## src/rtl/adc_hub_pkg.sv

```systemverilog
// Definitions shared by the sensor-hub ADC channels: sample width, sample type
// and the default converter-stall timeout.
package adc_hub_pkg;
    localparam int ADC_W = 8;
    typedef logic [ADC_W-1:0] adc_sample_t;
    // 2 ms at 50 MHz
    localparam int TIMEOUT_CYCLES_DEFAULT = 100000;
endpackage

```

## src/rtl/sync_fifo.sv

```systemverilog
// Show-ahead synchronous FIFO: circular buffer with wrapping pointers and an
// occupancy count. Reused by other hub channels.
module sync_fifo #(
    parameter int DEPTH = 4,
    parameter int WIDTH = 8
) (
    input  logic                     clk,
    input  logic                     rst,
    input  logic                     push,
    input  logic                     pop,
    input  logic [WIDTH-1:0]         wdata,
    output logic [WIDTH-1:0]         rdata,
    output logic                     full,
    output logic                     empty,
    output logic [$clog2(DEPTH):0]   level
);
    localparam int AW = $clog2(DEPTH);

    logic [WIDTH-1:0] mem [DEPTH];
    logic [AW-1:0]    wr_ptr;
    logic [AW-1:0]    rd_ptr;
    logic             do_push;
    logic             do_pop;

    assign empty = (level == '0);
    assign full  = (level == (AW+1)'(DEPTH));
    assign rdata = mem[rd_ptr];

    // A pop frees the head slot first, so a push into a full FIFO is accepted
    // when it coincides with a pop.
    assign do_pop  = pop & ~empty;
    assign do_push = push & (~full | do_pop);

    always_ff @(posedge clk) begin
        if (rst) begin
            wr_ptr <= '0;
            rd_ptr <= '0;
            level  <= '0;
            for (int i = 0; i < DEPTH; i++) begin
                mem[i] <= '0;
            end
        end else begin
            if (do_push) begin
                mem[wr_ptr] <= wdata;
                wr_ptr      <= wr_ptr + 1'b1;
            end
            if (do_pop) begin
                rd_ptr <= rd_ptr + 1'b1;
            end
            case ({do_push, do_pop})
                2'b10:   level <= level + 1'b1;
                2'b01:   level <= level - 1'b1;
                default: level <= level;
            endcase
        end
    end
endmodule

```

## src/rtl/adc8_reader.sv

```systemverilog
// Consumer end of the 8-bit ADC busy/dout interface: captures a sample on each
// busy falling edge, box-car averages, and queues results in a show-ahead FIFO.
module adc8_reader
    import adc_hub_pkg::*;
#(
    parameter int DEPTH          = 4,
    parameter int AVG_LOG2       = 0,
    parameter int TIMEOUT_CYCLES = TIMEOUT_CYCLES_DEFAULT
) (
    input  logic                     clk,
    input  logic                     rst,
    input  logic                     ena,
    input  logic                     adc_busy,
    input  logic [ADC_W-1:0]         adc_dout,
    output logic                     m_valid,
    input  logic                     m_ready,
    output logic [ADC_W-1:0]         m_data,
    output logic [$clog2(DEPTH):0]   level,
    output logic                     overflow,
    output logic                     timeout,
    input  logic                     clr_flags
);
    localparam int CNT_W = (AVG_LOG2 > 0) ? AVG_LOG2 : 1;
    localparam int ACC_W = ADC_W + AVG_LOG2;
    localparam int TMO_W = $clog2(TIMEOUT_CYCLES + 1);
    localparam logic [CNT_W-1:0] CNT_LAST = CNT_W'((1 << AVG_LOG2) - 1);
    localparam logic [TMO_W-1:0] TMO_MAX  = TMO_W'(TIMEOUT_CYCLES);
    localparam logic [TMO_W-1:0] TMO_PRE  = TMO_W'(TIMEOUT_CYCLES - 1);

    logic              busy_q;
    logic [ACC_W-1:0]  acc;
    logic [CNT_W-1:0]  cnt;
    logic [TMO_W-1:0]  tmo_cnt;

    logic              sample_evt;
    logic [ACC_W-1:0]  sum;
    logic              push;
    adc_sample_t       push_data;
    logic              pop;
    logic              full;
    logic              empty;
    logic              drop;
    logic              tmo_hit;

    assign sample_evt = ena & busy_q & ~adc_busy;
    assign sum        = acc + ACC_W'(adc_dout);
    assign push       = sample_evt & (cnt == CNT_LAST);
    assign push_data  = ADC_W'(sum >> AVG_LOG2);

    // Output stream: a word transfers on any cycle where m_valid and m_ready are
    // both high; m_valid never drops until its word transfers, m_ready is free.
    assign m_valid = ~empty;
    assign pop     = m_valid & m_ready;
    assign drop    = push & full & ~pop;
    // Raised only on the step into saturation, so a cleared flag stays clear
    // until an event re-arms the counter.
    assign tmo_hit = ena & ~sample_evt & (tmo_cnt == TMO_PRE);

    sync_fifo #(
        .DEPTH (DEPTH),
        .WIDTH (ADC_W)
    ) u_fifo (
        .clk   (clk),
        .rst   (rst),
        .push  (push),
        .pop   (pop),
        .wdata (push_data),
        .rdata (m_data),
        .full  (full),
        .empty (empty),
        .level (level)
    );

    always_ff @(posedge clk) begin
        if (rst) begin
            busy_q   <= 1'b0;
            acc      <= '0;
            cnt      <= '0;
            tmo_cnt  <= '0;
            overflow <= 1'b0;
            timeout  <= 1'b0;
        end else begin
            busy_q <= adc_busy;
            if (sample_evt) begin
                if (push) begin
                    acc <= '0;
                    cnt <= '0;
                end else begin
                    acc <= sum;
                    cnt <= cnt + 1'b1;
                end
            end
            if (sample_evt) begin
                tmo_cnt <= '0;
            end else if (ena && tmo_cnt != TMO_MAX) begin
                tmo_cnt <= tmo_cnt + 1'b1;
            end
            if (drop) begin
                overflow <= 1'b1;
            end else if (clr_flags) begin
                overflow <= 1'b0;
            end
            if (tmo_hit) begin
                timeout <= 1'b1;
            end else if (clr_flags) begin
                timeout <= 1'b0;
            end
        end
    end
endmodule

```

## config.mk

```make
export PLATFORM = sky130hd
export DESIGN_NAME = adc8_reader
export DESIGN_NICKNAME = d
export VERILOG_FILES = /design/src/rtl/adc_hub_pkg.sv /design/src/rtl/sync_fifo.sv /design/src/rtl/adc8_reader.sv
export SDC_FILE = /design/constraint.sdc
export NUM_CORES = 1
export LEC_CHECK = 0
export CAP_MARGIN = 20
export CORE_UTILIZATION = 63
export CTS_CLUSTER_SIZE = 25
export DETAILED_ROUTE_END_ITERATION = 10
export DONT_BUFFER_PORTS = 1
export GPL_TIMING_DRIVEN = 0
export PLACE_DENSITY_LB_ADDON = 0.12
export SYNTH_ARGS = -nofsm -noshare
export SYNTH_HDL_FRONTEND = slang
export SYNTH_SLANG_ARGS = --single-unit
```

## constraint.sdc

```tcl
create_clock -name clk -period 3.31 [get_ports clk]
set_clock_uncertainty 0.1 [all_clocks]
set_input_delay 0.662 -clock clk [delete_from_list [all_inputs] [get_ports clk]]
set_output_delay 0.662 -clock clk [all_outputs]
set_load 0.02 [all_outputs]
```

==> impl_metrics.json, run 1 <==
{
  "ys_async_sr_fraction_pct": 0,
  "pwr_density_cell_nw_per_um2": 489,
  "synth_cells": 314,
  "fill_cells": 387,
  "r2r-end": "u_fifo.level[2]",
  "period_share_pct": 85.0,
  "drive_above_1_share_pct": 10.0,
  "grt_pass1_vias": 2134,
  "cts.path.max_buffers": 2,
  "post_cts_buffers": 0,
  "grt_pass1_wl_um": 9820,
  "reg2reg_depth": 9,
  "wirelength_um": 6240,
  "clock_latency_ns": 0.35,
  "r2r_setup_slack_ns": 0.49,
  "worst_pin_slew_ns": 0.668,
  "final_cell_mix": "52 x nor2_1, 38 x dfxtp_1, 32 x edfxtp_1",
  "fin_nets": 351,
  "dp_hpwl_um": 4260,
  "ys_types": 51,
  "holdWs_ns": 0.345,
  "fmax_mhz": 355,
  "initial_core_util_pct": 65.1,
  "cts_made_buffers": 9,
  "crit_path_start": "u_fifo.level[2]",
  "synth_nets": 340,
  "syn2layout_area_growth_pct": 8.54,
  "overflow": 0,
  "status": "complete, no violations",
  "drv_slew": 0,
  "synthFlopType": "dfxtp_1",
  "syn_area_um2": 3330,
  "ant_nets": 0,
  "dr.pass1.iters": 4,
  "synth_area_per_cell_um2": 10.6,
  "crit_type": "flop to flop",
  "worst_setup_path_end_kind": "flop",
  "r2r_start": "u_fifo.level[2]",
  "io_buffer_count": 0,
  "required_ns": 3.49,
  "cts.repair.resized": 0,
  "post-place-ws_ns": 0.391,
  "wire_per_inst_um": 15.6,
  "via_per_inst": 5.73,
  "leakage_nw": 1.33,
  "drc": 0,
  "hp-start": "adc_busy",
  "core_area_um2": 5110,
  "ys_ff_latch": 70,
  "die_w_um": 74.7,
  "min_to": "busy_q",
  "row_count": 26,
  "slew_headroom_pct": 55.2,
  "cp_max_fo": 7,
  "hold_viol_final": 0,
  "period_needed_ns": 2.82,
  "htreeDepth": 3,
  "p_total_mw": 1.76,
  "drtIter0Drc": 122,
  "antenna_found_initial": 0,
  "vias": 2290,
  "peakVddDrop_uv": 325,
  "die_y_um": 74.7,
  "grt_use_total_pct": 24.7,
  "clk_pin_slew_ns": 0.08,
  "place.gp.congestion": 0.824,
  "cts_root_buffer": "clkbuf_8",
  "synth_seq_area_share_pct": 51.8,
  "yosysWarnings": 0,
  "holdBufCountCts": 0,
  "cp-start-kind": "flop",
  "fin_tns_setup_ns": 0,
  "worst_slack_ns": 0.495,
  "synth_edf_count": 32,
  "ioPinCount": 28,
  "num_antenna_cells": 0,
  "cts_tree": "yes",
  "setup_violations": 0,
  "mostFrequentLayoutCell": "nor2_1",
  "grt_start_max_net_pins": 14,
  "hold_path_class": "input pin to flop",
  "die_area_um2": 5570,
  "min_path_cells": 1,
  "clock_sinks": 70,
  "rsz0062_at_grt": "no",
  "drv_cap": 0,
  "crit_arrival_ns": 3.00
}
## flip-flops by register name (all words and copies together) (netlist names), 2 cells and up, named ones only
register / count
tmo_cnt: 17
acc: 8
u_fifo.level: 3
u_fifo.rd_ptr: 2
u_fifo.wr_ptr: 2
u_fifo.mem: 32
## through the flow
stage | utilization [%] | cells | instance area (um2)
final | 70.7 | 400 | 3610
after global routing | 70.7 | 400 | 3610
after CTS | 70.7 | 400 | 3610
after detailed placement | 66.8 | 384 | 3410
after global placement | 66.8 | 384 | 3410
after floorplan | - | 314 | 3330
## critical path: stages (launching register included)
cell and delay (ns):
dfxtp_1 0.52, nor4b_1 0.58, nor3_1 0.21, inv_1 0.10
ha_1 0.19, inv_1 0.06, fa_1 0.37, xor2_1 0.16
or3_1 0.30, a21oi_1 0.16
## layer usage
layer	wire (um)	GRT usage [%]	share of wire, %	up-vias
met5	0	0	0	-
met4	176	13.6	2.8	0
met3	254	6.16	4.1	18
met2	2990	39.6	48	47
met1	2820	30.9	45	1076
li1	-	-	-	1149
## cell usage after synthesis (all sizes together) (3+ instances only)
cell type  number  area [um2]
a21oi          12        60.1
and4            3        26.3
mux4            8         180
buf             4        25.0
inv             9        33.8
nor3            7        40.0
nand3           9        45.0
edfxtp         32         961
clkbuf          9        33.8
xor2           16         140
nand2b          9        56.3
nand4           6        37.5
o21ai          17        85.1
xnor2           4        35.0
nand2          21        78.8
ha             10         125
nor2           52         195
or3             7        43.8
dfxtp          38         761
and3            3        18.8
o211ai          4        30.0
## cell families (layout without fill, tap and decap cells)
logic type,Yosys count,in the layout,synth area share [%]
adders and majority gates,12,12,4.97
xor gates and xnor gates,20,20,5.27
and+or+nand+nor,137,137,21.4
muxes,10,10,6.02
buffers and inverters,22,38,2.78
DFF,70,70,51.8
AOI/OAI and AO/OA,43,43,7.79
## worst max-delay path by stage
stage / to / slack (ns) / cells past startpoint
final: u_fifo.level[2] / 0.49 / 9
after global routing: u_fifo.level[2] / 0.33 / 9
after CTS: u_fifo.level[2] / 0.48 / 9
after detailed placement: u_fifo.level[2] / 0.39 / 9
after global placement: u_fifo.level[2] / 0.44 / 9
after floorplan: u_fifo.level[2] / 0.78 / 9
## report_power, final
part           internal [mW]  leakage [nW]  switching, mW  total, mW
clock                  0.349        0.0956          0.341      0.689
sequential             0.925         0.644         0.0185      0.943
combinational         0.0482         0.587         0.0838      0.132
## layout make-up
class	count	area [um2]	share of cell area [%]
Sequential cell	70	1720	47.7
Inverter	9	33.8	0.936
Tap cell	70	87.6	2.43
Multi-Input combinational cell	222	1510	41.9
Clock inverter	7	72.6	2.01
Buffer	13	58.8	1.63
Clock buffer	9	124	3.43
Note: power is estimated with default switching activity, not from simulation.
==> run 2: changes to the inputs <==
--- a/config.mk
+++ b/config.mk
@@ -12,6 +12,7 @@
 export DONT_BUFFER_PORTS = 1
 export GPL_TIMING_DRIVEN = 0
 export PLACE_DENSITY_LB_ADDON = 0.12
+export REMOVE_ABC_BUFFERS = 1
 export SYNTH_ARGS = -nofsm -noshare
 export SYNTH_HDL_FRONTEND = slang
 export SYNTH_SLANG_ARGS = --single-unit
==> constraint.sdc (replaced) <==
create_clock -name clk -period 3.31 [get_ports clk]
set_clock_uncertainty 0.1 [all_clocks]
set_input_delay 0.662 -clock clk [delete_from_list [all_inputs] [get_ports clk]]
set_output_delay 0.662 -clock clk [all_outputs]
set_load 0.1 [all_outputs]
==> impl_metrics.json, run 2 (synthesis gave the netlist of run 1 again) <==
{
  "fmax_mhz": 325,
  "grt_pass1_wl_um": 9910,
  "antenna_found_initial": 0,
  "dr.pass1.iters": 4,
  "period_share_pct": 92.9,
  "cts_tree": "yes",
  "crit_arrival_ns": 2.96,
  "row_count": 26,
  "r2r-end": "u_fifo.mem[0][4]",
  "hp-start": "rst",
  "cts_made_buffers": 9,
  "finish.utilization_pct": 69.7,
  "hold_viol_final": 0,
  "htreeDepth": 3,
  "use_met1_pct": 31.3,
  "mostFrequentLayoutCell": "nor2_1",
  "r2r_setup_slack_ns": 0.24,
  "min_to": "u_fifo.level[2]",
  "drv_cap": 0,
  "die_area_um2": 5570,
  "vias": 2269,
  "via_per_inst": 5.86,
  "ant_nets": 0,
  "top_usage_layer": "met2",
  "overflow": 0,
  "pwr_density_cell_nw_per_um2": 527,
  "wirelength_um": 6190,
  "final_cell_mix": "52 x nor2_1, 37 x dfxtp_1, 32 x edfxtp_1",
  "core_area_um2": 5110,
  "worst_pin_slew_ns": 1.12,
  "die_w_um": 74.7,
  "peakVddDrop_uv": 339,
  "cp_max_fo": 9,
  "slew_headroom_pct": 25.3,
  "place.gp.congestion": 0.769,
  "grt_use_total_pct": 24.3,
  "clock_latency_ns": 0.33,
  "r2r_start": "u_fifo.level[0]",
  "period_needed_ns": 3.07,
  "setup_violations": 0,
  "p_total_mw": 1.88,
  "grt_start_max_net_pins": 21,
  "cts.path.max_buffers": 2,
  "status": "complete, no violations",
  "wire_per_inst_um": 16.0,
  "cts_root_buffer": "clkbuf_8",
  "reg2reg_depth": 4,
  "syn2layout_area_growth_pct": 7.04,
  "reg.largest.list": "u_fifo.mem (32), tmo_cnt (17), acc (8)",
  "top_register": "u_fifo.mem",
  "drive_above_1_share_pct": 8.52,
  "dp_hpwl_um": 4320,
  "largest_reg_flops": 32,
  "leakage_nw": 1.31,
  "crit_type": "flop to flop",
  "drv_slew": 0,
  "holdBufCountCts": 0,
  "fin_tns_setup_ns": 0,
  "worst_setup_path_end_kind": "flop",
  "clk_pin_slew_ns": 0.07,
  "clock_sinks": 70,
  "hold_path_class": "input pin to flop",
  "fin_nets": 338,
  "use_met3_pct": 4.42,
  "drtIter0Drc": 125,
  "grt_pass1_vias": 2092,
  "rsz0062_at_grt": "no",
  "cp-start-kind": "flop",
  "num_antenna_cells": 0,
  "drc": 0,
  "io_buffer_count": 0,
  "min_path_cells": 1,
  "required_ns": 3.20,
  "die_y_um": 74.7,
  "initial_core_util_pct": 65.1,
  "ioPinCount": 28,
  "met2_usage_pct": 39.7
}
==> run 2: cell types whose count changed in the layout (fill, tap and decap cells not counted), sizes merged <==
cell / previous run / this run
buf: 4 / 0
bufinv: 1 / 2
clkinvlp: 2 / 0
inv: 10 / 9
clkinv: 3 / 4
clkbuf: 18 / 10
==> run 2: cell type report <==
| type | instances | area, um2 |
|---|---|---|
| inverter | 9 | 33.8 |
| clock buffer | 10 | 128 |
| sequential | 70 | 1720 |
| clock inverter | 6 | 76.3 |
| fill | 425 | 1550 |
| tap | 70 | 87.6 |
| multi-input combinational | 222 | 1510 |
==> run 2: where the power goes <==
part           switching [mW]  internal, mW
sequential             0.0436         0.925
combinational           0.145        0.0470
clock                   0.299         0.416
==> run 2: worst max-delay path by stage <==
stage	endpoint	startpoint	cells past startpoint
2_1_floorplan	u_fifo.level[2]	u_fifo.level[2]	9
3_3_place_gp	u_fifo.level[2]	u_fifo.level[2]	9
3_5_place_dp	u_fifo.level[2]	u_fifo.level[2]	9
4_1_cts	u_fifo.level[2]	u_fifo.level[2]	9
5_1_grt	u_fifo.level[2]	u_fifo.level[0]	9
6_report	u_fifo.mem[0][4]	u_fifo.level[0]	4
==> run 2: routing by layer <==
metal	vias to the layer above	wire, um
li1	1127	-
met3	10	314
met4	0	94
met1	1071	2710
met5	-	0
met2	61	3070
==> run 2: per-stage QoR <==
| step | area [um2] | std cells | setup slack (ns) | hold WS (ns) |
|---|---|---|---|---|
| 6_report | 3560 | 387 | 0.236 | 0.280 |
| 5_1_grt | 3560 | 387 | 0.0390 | 0.275 |
| 4_1_cts | 3560 | 387 | 0.0381 | 0.273 |
| 3_5_place_dp | 3350 | 371 | 0.0548 | 0.361 |
| 3_3_place_gp | 3350 | 371 | 0.105 | 0.341 |
| 2_1_floorplan | 3270 | 301 | 0.379 | 0.329 |
==> run 2: timing repair <==
action | CTS | global route
resized for setup | 0 | 1
buffers inserted | 0 | 0
endpoints found under the setup margin | 0 | 1
==> run 2: critical path, stage by stage (launching register included) <==
cell and delay [ns]:
dfxtp_1 1.07, nor4b_1 0.23, or4b_1 0.54, nand2b_1 0.34
nand2b_1 0.45
